## config.mk

```make
export PLATFORM = sky130hd
export DESIGN_NAME = mem_access_sequencer
export DESIGN_NICKNAME = d
export VERILOG_FILES = /design/src/rtl/mem_access_sequencer.sv
export SDC_FILE = /design/constraint.sdc
export NUM_CORES = 1
export LEC_CHECK = 0
export ABC_AREA = 1
export CAP_MARGIN = 10
export CORE_MARGIN = 2
export CORE_UTILIZATION = 34
export DETAILED_ROUTE_END_ITERATION = 6
export MAX_ROUTING_LAYER = met4
export PLACE_DENSITY = 0.87
export SLEW_MARGIN = 20
export SYNTH_ARGS = -nofsm -noshare
export SYNTH_HDL_FRONTEND = slang
export SYNTH_SLANG_ARGS = --single-unit
export TNS_END_PERCENT = 5
```

## constraint.sdc

```tcl
create_clock -name clk -period 3.14 [get_ports clk]
set_input_delay 0.628 -clock clk [delete_from_list [all_inputs] [get_ports clk]]
set_output_delay 0.628 -clock clk [all_outputs]
set_load 0.02 [all_outputs]
```

## src/rtl/mem_access_sequencer.sv

```systemverilog
// Handshake sequencer sharing one variable-latency memory port between fetch and load/store.
// Optional request timeout is compiled in with `define MEM_SEQ_TIMEOUT_EN.
module mem_access_sequencer #(
    parameter int          TIMEOUT_CYCLES = 255,
    parameter logic [31:0] NOP_INSTR      = 32'h00000013
) (
    input  logic        clk,
    input  logic        rst,
    input  logic [31:0] pc,
    input  logic        mem_r,
    input  logic        mem_w,
    input  logic [31:0] data_addr,
    input  logic [3:0]  where2write,
    input  logic [31:0] store_data,
    input  logic [31:0] mem_rdata,
    input  logic        mem_ready,
    output logic        mem_req,
    output logic [31:0] mem_addr,
    output logic [3:0]  mem_we,
    output logic [31:0] mem_wdata,
    output logic [31:0] instr_out,
    output logic [31:0] load_data,
    output logic        commit,
    output logic        busy,
    output logic        err
);

    localparam logic [2:0] S_FETCH  = 3'd0;
    localparam logic [2:0] S_DECODE = 3'd1;
    localparam logic [2:0] S_LOAD   = 3'd2;
    localparam logic [2:0] S_STORE  = 3'd3;
    localparam logic [2:0] S_COMMIT = 3'd4;

    logic [2:0] state_r;
    logic [2:0] next_state_s;
    logic       req_s;
    logic       commit_s;
    logic       timeout_s;

`ifdef MEM_SEQ_TIMEOUT_EN
    localparam int CW = $clog2(TIMEOUT_CYCLES + 1);
    logic [CW-1:0] wait_cnt_r;
    logic          req_state_s;

    assign req_state_s = (state_r == S_FETCH) || (state_r == S_LOAD) || (state_r == S_STORE);
    // Abort fires on the cycle the counter would reach the limit.
    assign timeout_s   = req_state_s && !mem_ready && (wait_cnt_r == CW'(TIMEOUT_CYCLES - 1));

    // Wait counter: zero outside request states so each request starts fresh.
    always_ff @(posedge clk or posedge rst) begin
        if (rst) begin
            wait_cnt_r <= {CW{1'b0}};
        end else if (!req_state_s || mem_ready || timeout_s) begin
            wait_cnt_r <= {CW{1'b0}};
        end else begin
            wait_cnt_r <= wait_cnt_r + CW'(1);
        end
    end

    // Sticky timeout flag.
    always_ff @(posedge clk or posedge rst) begin
        if (rst) begin
            err <= 1'b0;
        end else if (timeout_s) begin
            err <= 1'b1;
        end else begin
            err <= err;
        end
    end
`else
    assign timeout_s = 1'b0;
    assign err       = 1'b0;
`endif

    // State register.
    always_ff @(posedge clk or posedge rst) begin
        if (rst) begin
            state_r <= S_FETCH;
        end else begin
            state_r <= next_state_s;
        end
    end

    // Next-state logic; a store wins when both load and store are decoded.
    always_comb begin
        next_state_s = state_r;
        case (state_r)
            S_FETCH:  next_state_s = (mem_ready || timeout_s) ? S_DECODE : S_FETCH;
            S_DECODE: begin
                if (mem_w) begin
                    next_state_s = S_STORE;
                end else if (mem_r) begin
                    next_state_s = S_LOAD;
                end else begin
                    next_state_s = S_FETCH;
                end
            end
            S_LOAD:   next_state_s = (mem_ready || timeout_s) ? S_COMMIT : S_LOAD;
            S_STORE:  next_state_s = (mem_ready || timeout_s) ? S_COMMIT : S_STORE;
            S_COMMIT: next_state_s = S_FETCH;
            default:  next_state_s = S_FETCH;
        endcase
    end

    // Memory port and commit decode; request fields are zero outside request states.
    always_comb begin
        req_s     = 1'b0;
        commit_s  = 1'b0;
        mem_addr  = 32'h0000_0000;
        mem_we    = 4'b0000;
        mem_wdata = 32'h0000_0000;
        case (state_r)
            S_FETCH: begin
                req_s    = 1'b1;
                mem_addr = pc;
            end
            S_DECODE: commit_s = !mem_r && !mem_w;
            S_LOAD: begin
                req_s    = 1'b1;
                mem_addr = data_addr;
            end
            S_STORE: begin
                req_s     = 1'b1;
                mem_addr  = data_addr;
                mem_we    = where2write;
                mem_wdata = store_data;
            end
            S_COMMIT: commit_s = 1'b1;
            default: begin
                req_s    = 1'b0;
                commit_s = 1'b0;
            end
        endcase
    end

    // Reset gates the request and commit immediately, without waiting for a clock.
    assign mem_req = req_s && !rst;
    assign commit  = commit_s && !rst;
    assign busy    = (state_r != S_DECODE);

    // Holding registers for the fetched instruction and the raw load word.
    always_ff @(posedge clk or posedge rst) begin
        if (rst) begin
            instr_out <= NOP_INSTR;
            load_data <= 32'h0000_0000;
        end else begin
            case (state_r)
                S_FETCH: begin
                    if (mem_ready) begin
                        instr_out <= mem_rdata;
                    end else if (timeout_s) begin
                        instr_out <= NOP_INSTR;
                    end else begin
                        instr_out <= instr_out;
                    end
                end
                S_LOAD: begin
                    if (mem_ready) begin
                        load_data <= mem_rdata;
                    end else if (timeout_s) begin
                        load_data <= 32'h0000_0000;
                    end else begin
                        load_data <= load_data;
                    end
                end
                default: begin
                    instr_out <= instr_out;
                    load_data <= load_data;
                end
            endcase
        end
    end

endmodule

```

==> results of run 1 <==
-- power by group through the flow --
stage | combinational (W) | clock, W | sequential (W)
final | 0.00402 | 0.000635 | 0.00153
after global routing | 0.00430 | 0.000687 | 0.00157
after CTS | 0.00404 | 0.000648 | 0.00153
after detailed placement | 0.00402 | 0 | 0.00154
after global placement | 0.00395 | 0 | 0.00152
after floorplan | 0.00161 | 0 | 0.00197
-- worst max-delay path, cell delays in order, from the launching register on --
cell	delay (ps)
dfrtp_1	440
nor2_4	390
nand2_1	100
buf_4	260
nor2_1	130
clkdlybuf4s50_1	610
-- cell usage in the layout, fill, tap and decap left out --
cell type,n
a21oi_1,2
dfrtp_1,64
clkinv_4,2
buf_4,10
clkinv_2,2
nand4_1,66
clkinvlp_4,3
conb_1,1
inv_2,2
nor2_4,2
nor2_1,39
buf_12,2
clkdlybuf4s50_1,270
buf_2,1
dfstp_2,3
nand2_1,194
clkbuf_8,9
inv_1,39
nand3_1,37
clkbuf_1,1
o22ai_1,1
-- final cells by class --
type / count / area share
flip-flops and latches: 67 / 0.258
clock inverters: 6 / 0.00652
well taps: 136 / 0.0261
inverters: 42 / 0.0248
repair buffers: 283 / 0.433
clock buffers: 10 / 0.0196
multi-input cells: 342 / 0.232
-- metrics by stage --
stage / total power, W / cells / setup slack, ps
6_report: 0.00618 / 886 / 238
5_1_grt: 0.00656 / 886 / 72.6
4_1_cts: 0.00622 / 886 / 191
3_5_place_dp: 0.00556 / 870 / 497
3_3_place_gp: 0.00547 / 870 / 514
2_1_floorplan: 0.00358 / 492 / 536
-- cells by family after synthesis --
kind of cell	after synthesis	synth area share
other	1	0.00106
and+or+nand+nor	338	0.418
AOI/OAI and AO/OA	3	0.00459
buffers and inverters	83	0.102
DFF	67	0.474
-- metal layers --
layer	global-route usage	part of all wire	routed length, um	up-vias
met3	0.0582	0.081	1180	33
li1	-	-	-	2085
met5	-	0	0	-
met2	0.432	0.50	7370	239
met1	0.298	0.39	5660	2112
met4	0.103	0.030	435	0
-- worst max-delay path by stage --
stage	startpoint	to	slack, ps	depth (start not counted)
after floorplan	rst	commit	540	3
after global placement	rst	commit	510	5
after detailed placement	rst	commit	500	5
after CTS	state_r[2]	mem_wdata[19]	190	5
after global routing	state_r[2]	mem_wdata[19]	70	5
final	state_r[2]	mem_wdata[19]	240	5
-- registers in the layout, summed over array words and instances (netlist names) --
| name | count |
|---|---|
| instr_out | 32 |
| state_r | 3 |
| load_data | 32 |
==> results.md, run 1 <==
- Status: complete, no violations
- Endpoints failing hold: 0
- Most common cell in the netlist: nand2_1
- Fin Setup TNS: 0 ps
- IO Pins: ~270
- Layout area overhead: 83.9%
- Die area: roughly 11000 um^2
- Synthesis-stage register bit count: 67
- CTS Buf Count: 9
- Post-synth top cells: nand2_1 (194), nand4_1 (66), dfrtp_1 (64)
- Reg2reg start: state_r[1]
- Clk_skew: 12.0 ps
- Peak supply drop: between 600 and 700 uV
- Number of DRC markers in iteration 0: approximately 350
- Hold crit path type: reg2reg
- Clock Power Share: 0.103
- RePlAce Congestion: between 0.8 and 0.9
- Worst-Skew Late Latency: 340 ps
- Seq/Total Area, Yosys: 0.474
- Crit end category: output port
- Layout cells sized above 1: 0.0480
- Switching Fraction: 0.469
- Max-slew violations: 0
- Antenna diodes: 0
- Die Height: 106 um
- Synth area leader: dfrtp_1
- Fmax: about 0.34 GHz
- Number of setup violations in the final report: 0
- Multi-input logic area: between 1500 and 2000 um^2
- HPWL after detailed placement: ~11000 um
- Sequential Power Share: 0.247
- WHS: ~470 ps
- Fill cells: 855
- Post-synth ARST share: 1.00
- WHS Path Cells: 2
- Design area: 6520 um^2
- Data required, critical path: 2510 ps
- Final core utilization: 0.637
- Crit path time final: roughly 2900 ps
- Final Cycle Share: 0.924
- Leakage: ~3.1 nW
- Standard-cell rows: 37
- Placed Area: about 6300 um^2
- Port Buffers: about 270
- Reg2reg end: instr_out[16]
- Ys Warns: 0
- Root buffer cell: clkbuf_8
- DR WL/cell: 16.5 um
- Worst-Margin Slew: a little under 900 ps
- Syn nets: about 630
- Hold Path Sink: instr_out[4]
- R2r worst-path depth: 7
- Core area: just over 10000 um^2
- First-pass GRT wire length: ~22000 um
- CTS tree: done
- Data arrival time of the worst path: 2270 ps
- Gate Count Post-Synth: about 490
- Mean Syn Cell Area: between 7 and 8 um^2
- Reg2reg setup slack: between 900 and 1000 ps
- Max-Cap Viols: 0
- Largest net degree at the start of global routing: 68
- # clock sinks: 67
- Synthesized cell area: 3550 um^2
- Setup CP Type: reg2out
- Initial DRT Pass Iterations: 6
- Crit path launch type: flop
- Hold Path Origin: instr_out[4]
- Synth top area share: 0.452
- Post-synth EDFFs: 0
- Clk pin slew, worst setup/hold paths: ~70 ps
- Ys flop type: dfrtp_1
- Die X: 106 um
- CP Max Fanout: 36
- DRC Markers: 0
- H-tree Lvls: 3
- Main area contributors after synthesis: dfrtp_1 (45%), nand2_1 (21%), nand4_1 (12%), nand3_1 (5.2%), inv_1 (4.2%)
- Synth cell types: 15
- Initial antenna violation count: 0
- Gate power share: 0.650
- Net Sw Power: 0.00290 W
- Vias in the first global route: between 4000 and 5000
- GRT Overall Usage: 0.257
- Routed Antenna Nets: 0
- Initial core utilization: 0.347
- Final net count: approximately 900
- Setup Buffers After CTS: 0
- Gr ovfl total: 0
- Slew HR: 0.424
- P_int: 0.00328 W
- Unrepaired setup endpoints after global routing: false
- DR vias/cell: 5.04
- Storage cell area: approximately 1700 um^2
- Drt total wl: 14700 um
- Hold-fix buffers at CTS: 0
- Post_cts resized: 0
- Vias: about 4500
- Clock buffer depth: 2
- Pwr per Cell Area: approximately 950 nW/um^2
Power figures use the tool's default switching activity.
==> run 2, diff against run 1 <==
CORE_AREA = 2 2 107 109   (was unset)
CORE_MARGIN = unset   (was 2)
CORE_UTILIZATION = unset   (was 34)
CTS_CLUSTER_DIAMETER = 50   (was unset)
DIE_AREA = 0 0 109 111   (was unset)
PLACE_DENSITY = 0.79   (was 0.87)
clock period = 3.4 ns   (was 3.14 ns; I/O delays follow)
==> results.md, run 2 (synthesized netlist as in run 1, its figures left out) <==
- Standard-cell rows: 39 (+5.4%)
- Drt total wl: 14600 um (about the same)
- Max-slew violations: 0 (unchanged)
- DR WL/cell: 16.4 um (-0.88%)
- Core area: 11100 um^2 (+8.3%)
- Reg2reg setup slack: 1350 ps (+410 ps)
- Slew HR: 0.425 (+0.000843)
- Hold Path Sink: instr_out[0]
- CTS Buf Count: 9 (unchanged)
- Final core utilization: 0.599 (-0.0384)
- Endpoints failing hold: 0 (unchanged)
- Data required, critical path: 2720 ps (+210 ps)
- R2r worst-path depth: 6 (-1)
- Initial DRT Pass Iterations: 5 (-1)
- H-tree Lvls: 3 (unchanged)
- Final Cycle Share: 0.884
- Crit path launch type: flop
- Reg2reg start: state_r[0]
- Largest net degree at the start of global routing: 68 (unchanged)
- IO Pins: 273 (unchanged)
- Routed Antenna Nets: 0 (unchanged)
- Final net count: 883 (+0.11%)
- Leakage: 3.19 nW (+1.9%)
- CP Max Fanout: 41 (+14%)
- Clk pin slew, worst setup/hold paths: 50 ps (-20 ps)
- Number of setup violations in the final report: 0 (unchanged)
- Worst-Skew Late Latency: 320 ps (-20 ps)
- Layout cells sized above 1: 0.0481 (+0.0000641)
- Most frequent cells in the layout: clkdlybuf4s50_1 (270), nand2_1 (194), nand4_1 (66)
- Vias in the first global route: 4351 (-0.46%)
- DRC Markers: 0 (unchanged)
- Setup Buffers After CTS: 0 (unchanged)
- Multi-input logic area: 1520 um^2 (unchanged)
- HPWL after detailed placement: 10700 um (-1.6%)
- Pwr per Cell Area: 905 nW/um^2 (-4.5%)
- Crit path time final: about 3000 ps
- Die Height: 111 um (+4.6%)
- Gr ovfl total: 0 (unchanged)
- Initial antenna violation count: 1 (+1)
- Layout area overhead: 87.1%
- Die X: 109 um (+2.7%)
- Number of DRC markers in iteration 0: 314 (-9.0%)
- Fmax: 0.333 GHz
- Clock buffer depth: 2 (unchanged)
- RePlAce Congestion: 0.883 (+2.9%)
- First-pass GRT wire length: 22400 um (+0.44%)
- DR vias/cell: 4.93 (-2.3%)
- Hold crit path type: reg2reg
- Port Buffers: 271 (unchanged)
- WHS Path Cells: 2 (unchanged)
- Fill cells: 991 (+16%)
- Reg2reg end: load_data[12]
- Die area: 12100 um^2 (+7.4%)
- CTS tree: done
- Initial core utilization: 0.320 (-0.0265)
- Data arrival time of the worst path: 2330 ps (+60 ps)
- Crit end category: output port
- Peak supply drop: 656 uV (-4.4%)
- Unrepaired setup endpoints after global routing: false
- Most common cell after layout, fill and taps aside: clkdlybuf4s50_1
- Worst-Margin Slew: 863 ps (-1.27 ps)
- # clock sinks: 67 (unchanged)
- WHS: 466 ps (-3.98 ps)
- Post_cts resized: 0 (unchanged)
- Final worst slack: 394 ps (+156 ps)
- Root buffer cell: clkbuf_16
- Hold Path Origin: instr_out[0]
- Storage cell area: 1680 um^2 (unchanged)
- Status: complete, no violations
- Setup CP Type: reg2out
- Fin Setup TNS: 0 ps (unchanged)
- DP Worst Slack: 725 ps (+228 ps)
- Vias: 4399 (-1.6%)
- Biggest regs: instr_out: 32 flops, load_data: 32 flops, state_r: 3 flops
- Clk_skew: 7.57 ps (-4.39 ps)
- Max-Cap Viols: 0 (unchanged)
- GRT Overall Usage: 0.245 (-0.0120)
- Hold-fix buffers at CTS: 0 (unchanged)
-- run 2: worst max-delay path by stage --
stage                from      end  slack, ps  depth (start not counted)
2_1_floorplan         rst   commit        110                          3
3_3_place_gp        mem_w   commit        710                          5
3_5_place_dp        mem_w   commit        720                          5
4_1_cts        state_r[0]  mem_req        370                          5
5_1_grt        state_r[0]  mem_req        220                          5
6_report       state_r[0]  mem_req        390                          5
-- run 2: routing by layer --
metal  share of wire  vias to the layer above  GRT usage  routed length (um)
li1                -                     2085          -                   -
met1            0.40                     2055      0.290                5800
met2            0.49                      216      0.401                7210
met3           0.080                       43     0.0506                1170
met4           0.032                        0      0.102                 466
met5               0                        -          -                   0
-- run 2: cell type report --
class	instances	share of cell area
repair buffers	284	0.425
flip-flops and latches	67	0.253
multi-input cells	342	0.228
clock buffers	9	0.0339
well taps	143	0.0270
inverters	42	0.0238
clock inverters	5	0.00849
diodes	1	0.000377
-- run 2: power by group --
group	switching, W	internal (W)	total (W)
Clock	0.000337	0.000557	0.000894
Sequential	0.000228	0.00118	0.00141
Combinational	0.00212	0.00158	0.00370
-- run 2: stage by stage --
step | cell area [um^2] | std cells | power (W)
4_1_cts | 6630 | 892 | 0.00606
2_1_floorplan | 3550 | 492 | 0.00330
3_5_place_dp | 6350 | 878 | 0.00514
6_report | 6630 | 893 | 0.00600
5_1_grt | 6630 | 893 | 0.00638
3_3_place_gp | 6350 | 878 | 0.00505
-- run 2: critical path, cell delays in order, from the launching register on --
cell,delay (ps)
dfrtp_1,470
nor2_4,400
buf_12,270
inv_1,80
a21oi_1,130
clkdlybuf4s50_1,620
==> run 3, diff against run 2 <==
CORE_AREA = unset   (was 2 2 107 109)
CORE_MARGIN = 2   (was unset)
CORE_UTILIZATION = 34   (was unset)
DIE_AREA = unset   (was 0 0 109 111)
PLACE_DENSITY = 0.82   (was 0.79)
clock period = 3.2 ns   (was 3.4 ns; I/O delays follow)
==> results.md, run 3 (synthesized netlist as in run 1, its figures left out) <==
- Status: complete, no violations
- DRC Markers: 0 (unchanged)
- # clock sinks: 67 (unchanged)
- Non-filler cells, final: 897 (+0.45%)
- Slew HR: 0.430 (+0.00510)
- Gr ovfl total: 0 (unchanged)
- CTS Buf Count: 9 (unchanged)
- Crit end category: output port
- RePlAce Congestion: 0.780 (-12%)
- First-pass GRT wire length: 23000 um (+2.5%)
- P_int: 0.00350 W (+5.4%)
- Max-Cap Viols: 0 (unchanged)
- Largest net degree at the start of global routing: 68 (unchanged)
- Fin Setup TNS: 0 ps (unchanged)
- Hold-fix buffers at CTS: 0 (unchanged)
- Peak supply drop: 524 uV (-20%)
- Routed Antenna Nets: 0 (unchanged)
- Sequential Power Share: 0.235 (about the same)
- IO Pins: 273 (unchanged)
- Worst-Skew Late Latency: 330 ps (about the same)
- Met1 Use GR: 0.326 (+0.0361)
- CP Max Fanout: 42 (+2.4%)
- Worst-Margin Slew: 855 ps (-7.64 ps)
- Drt total wl: 15500 um (+6.0%)
- Layout area overhead: 86.9% (about the same)
- CTS tree: done
- Number of setup violations in the final report: 0 (unchanged)
- Gate power share: 0.624 (+0.008)
- Crit path launch type: flop
- Post_cts resized: 0 (unchanged)
- Pwr per Cell Area: 958 nW/um^2 (+5.8%)
- Unrepaired setup endpoints after global routing: false
- Endpoints failing hold: 0 (unchanged)
- Net Sw Power: 0.00285 W (+6.1%)
- Clock buffer depth: 2 (unchanged)
- Clk_skew: 10.3 ps (+2.69 ps)
- Final Cycle Share: 0.906
- Port Buffers: 271 (unchanged)
- Hold crit path type: reg2reg
- Vias: 4456 (+1.3%)
- Die X: 106 um (-2.6%)
- Clk pin slew, worst setup/hold paths: 70 ps (+20 ps)
- Fmax: between 0.3 and 0.4 GHz
- Most frequent cells in the layout: clkdlybuf4s50_1 (268), nand2_1 (194), nand4_1 (66)
- Leakage: 3.19 nW (about the same)
- Final net count: 884 (+0.11%)
- DR WL/cell: 17.3 um (+5.5%)
- Met2 Usage GRT: 0.404 (+0.00306)
- Initial core utilization: 0.347 (+0.0265)
- Initial DRT Pass Iterations: 5 (unchanged)
- H-tree Lvls: 3 (unchanged)
- Die Height: 106 um (-4.4%)
- Data required, critical path: 2560 ps (-160 ps)
- Data arrival time of the worst path: 2260 ps (-70 ps)
- GRT Overall Usage: 0.270 (+0.0248)
- WHS: 472 ps (+5.84 ps)
- Core area: 10200 um^2 (-7.6%)
- Cell count after placement: 872 (-0.68%)
- Crit path time final: between 2000 and 3000 ps
- Switching Fraction: 0.449 (+0.00162)
- Clock Power Share: 0.142 (-0.007)
- Layout cells sized above 1: 0.0545 (+0.00646)
- Max-slew violations: 0 (unchanged)
- Setup CP Type: reg2out
- Die area: 11300 um^2 (-6.9%)
- Standard-cell rows: 37 (-5.1%)
- Grt peak-use layer: met2
- Initial antenna violation count: 8 (+7)
- Met3 usage: 0.131 (+0.0806)
- Biggest regs: instr_out: 32 flops, load_data: 32 flops, state_r: 3 flops
- Setup Buffers After CTS: 0 (unchanged)
- Root buffer cell: clkbuf_8
- Vias in the first global route: 4255 (-2.2%)
- DR vias/cell: 4.97 (+0.84%)
- HPWL after detailed placement: 11800 um (+10%)
- Most common cell after layout, fill and taps aside: clkdlybuf4s50_1
- Number of DRC markers in iteration 0: 334 (+6.4%)
## run 3: cell count changes in the layout (fill, tap and decap cells not counted), sizes merged
cell           change
clkinv             -2
buf                +3
bufinv             +2
clkdlybuf4s50      -2
diode              +8
clkbuf             +2
## run 3: layout make-up
type / count / area, um^2
clock inverter: 5 / 108
timing repair buffer: 285 / 2820
fill: 860 / 3600
antenna: 9 / 22.5
inverter: 42 / 161
multi-input combinational: 342 / 1520
tap: 136 / 170
sequential: 67 / 1680
clock buffer: 11 / 151
## run 3: power groups by stage
stage                     Sequential (W)  Combinational (W)  Clock, W
final                            0.00149            0.00396  0.000900
after global routing             0.00153            0.00423  0.000954
after CTS                        0.00149            0.00398  0.000923
after detailed placement         0.00150            0.00397         0
after global placement           0.00149            0.00390         0
after floorplan                  0.00193            0.00158         0
## run 3: stage by stage
stage	cell area (um^2)	worst slack, ps	utilization	power, W
after floorplan	3550	572	-	0.00351
final	6630	300	0.648	0.00635
after global routing	6630	190	0.648	0.00671
after CTS	6610	305	0.646	0.00639
after detailed placement	6350	528	0.620	0.00547
after global placement	6350	514	0.620	0.00539
## run 3: routing by layer
layer  vias up  part of all wire
li1       2104                 -
met1      2075              0.39
met2       249              0.46
met3        28              0.14
met4         0             0.021
met5         -                 0
## run 3: worst paths after layout
path	startpoint	end	slack, ps	cells past startpoint
max reg2reg	state_r[1]	instr_out[14]	1280	6
min reg2reg	instr_out[4]	instr_out[4]	470	2
min	instr_out[4]	instr_out[4]	470	2
max	state_r[2]	mem_addr[0]	300	5
max in group asynchronous	rst	instr_out[7]	1650	3
min in group asynchronous	rst	instr_out[26]	990	3
## run 3: critical path, stage by stage, from the launching register on
cell and delay (ps):
dfrtp_1 450, nor2_4 150, buf_4 380, nand2_1 200, nand2_1 110, clkdlybuf4s50_1 610
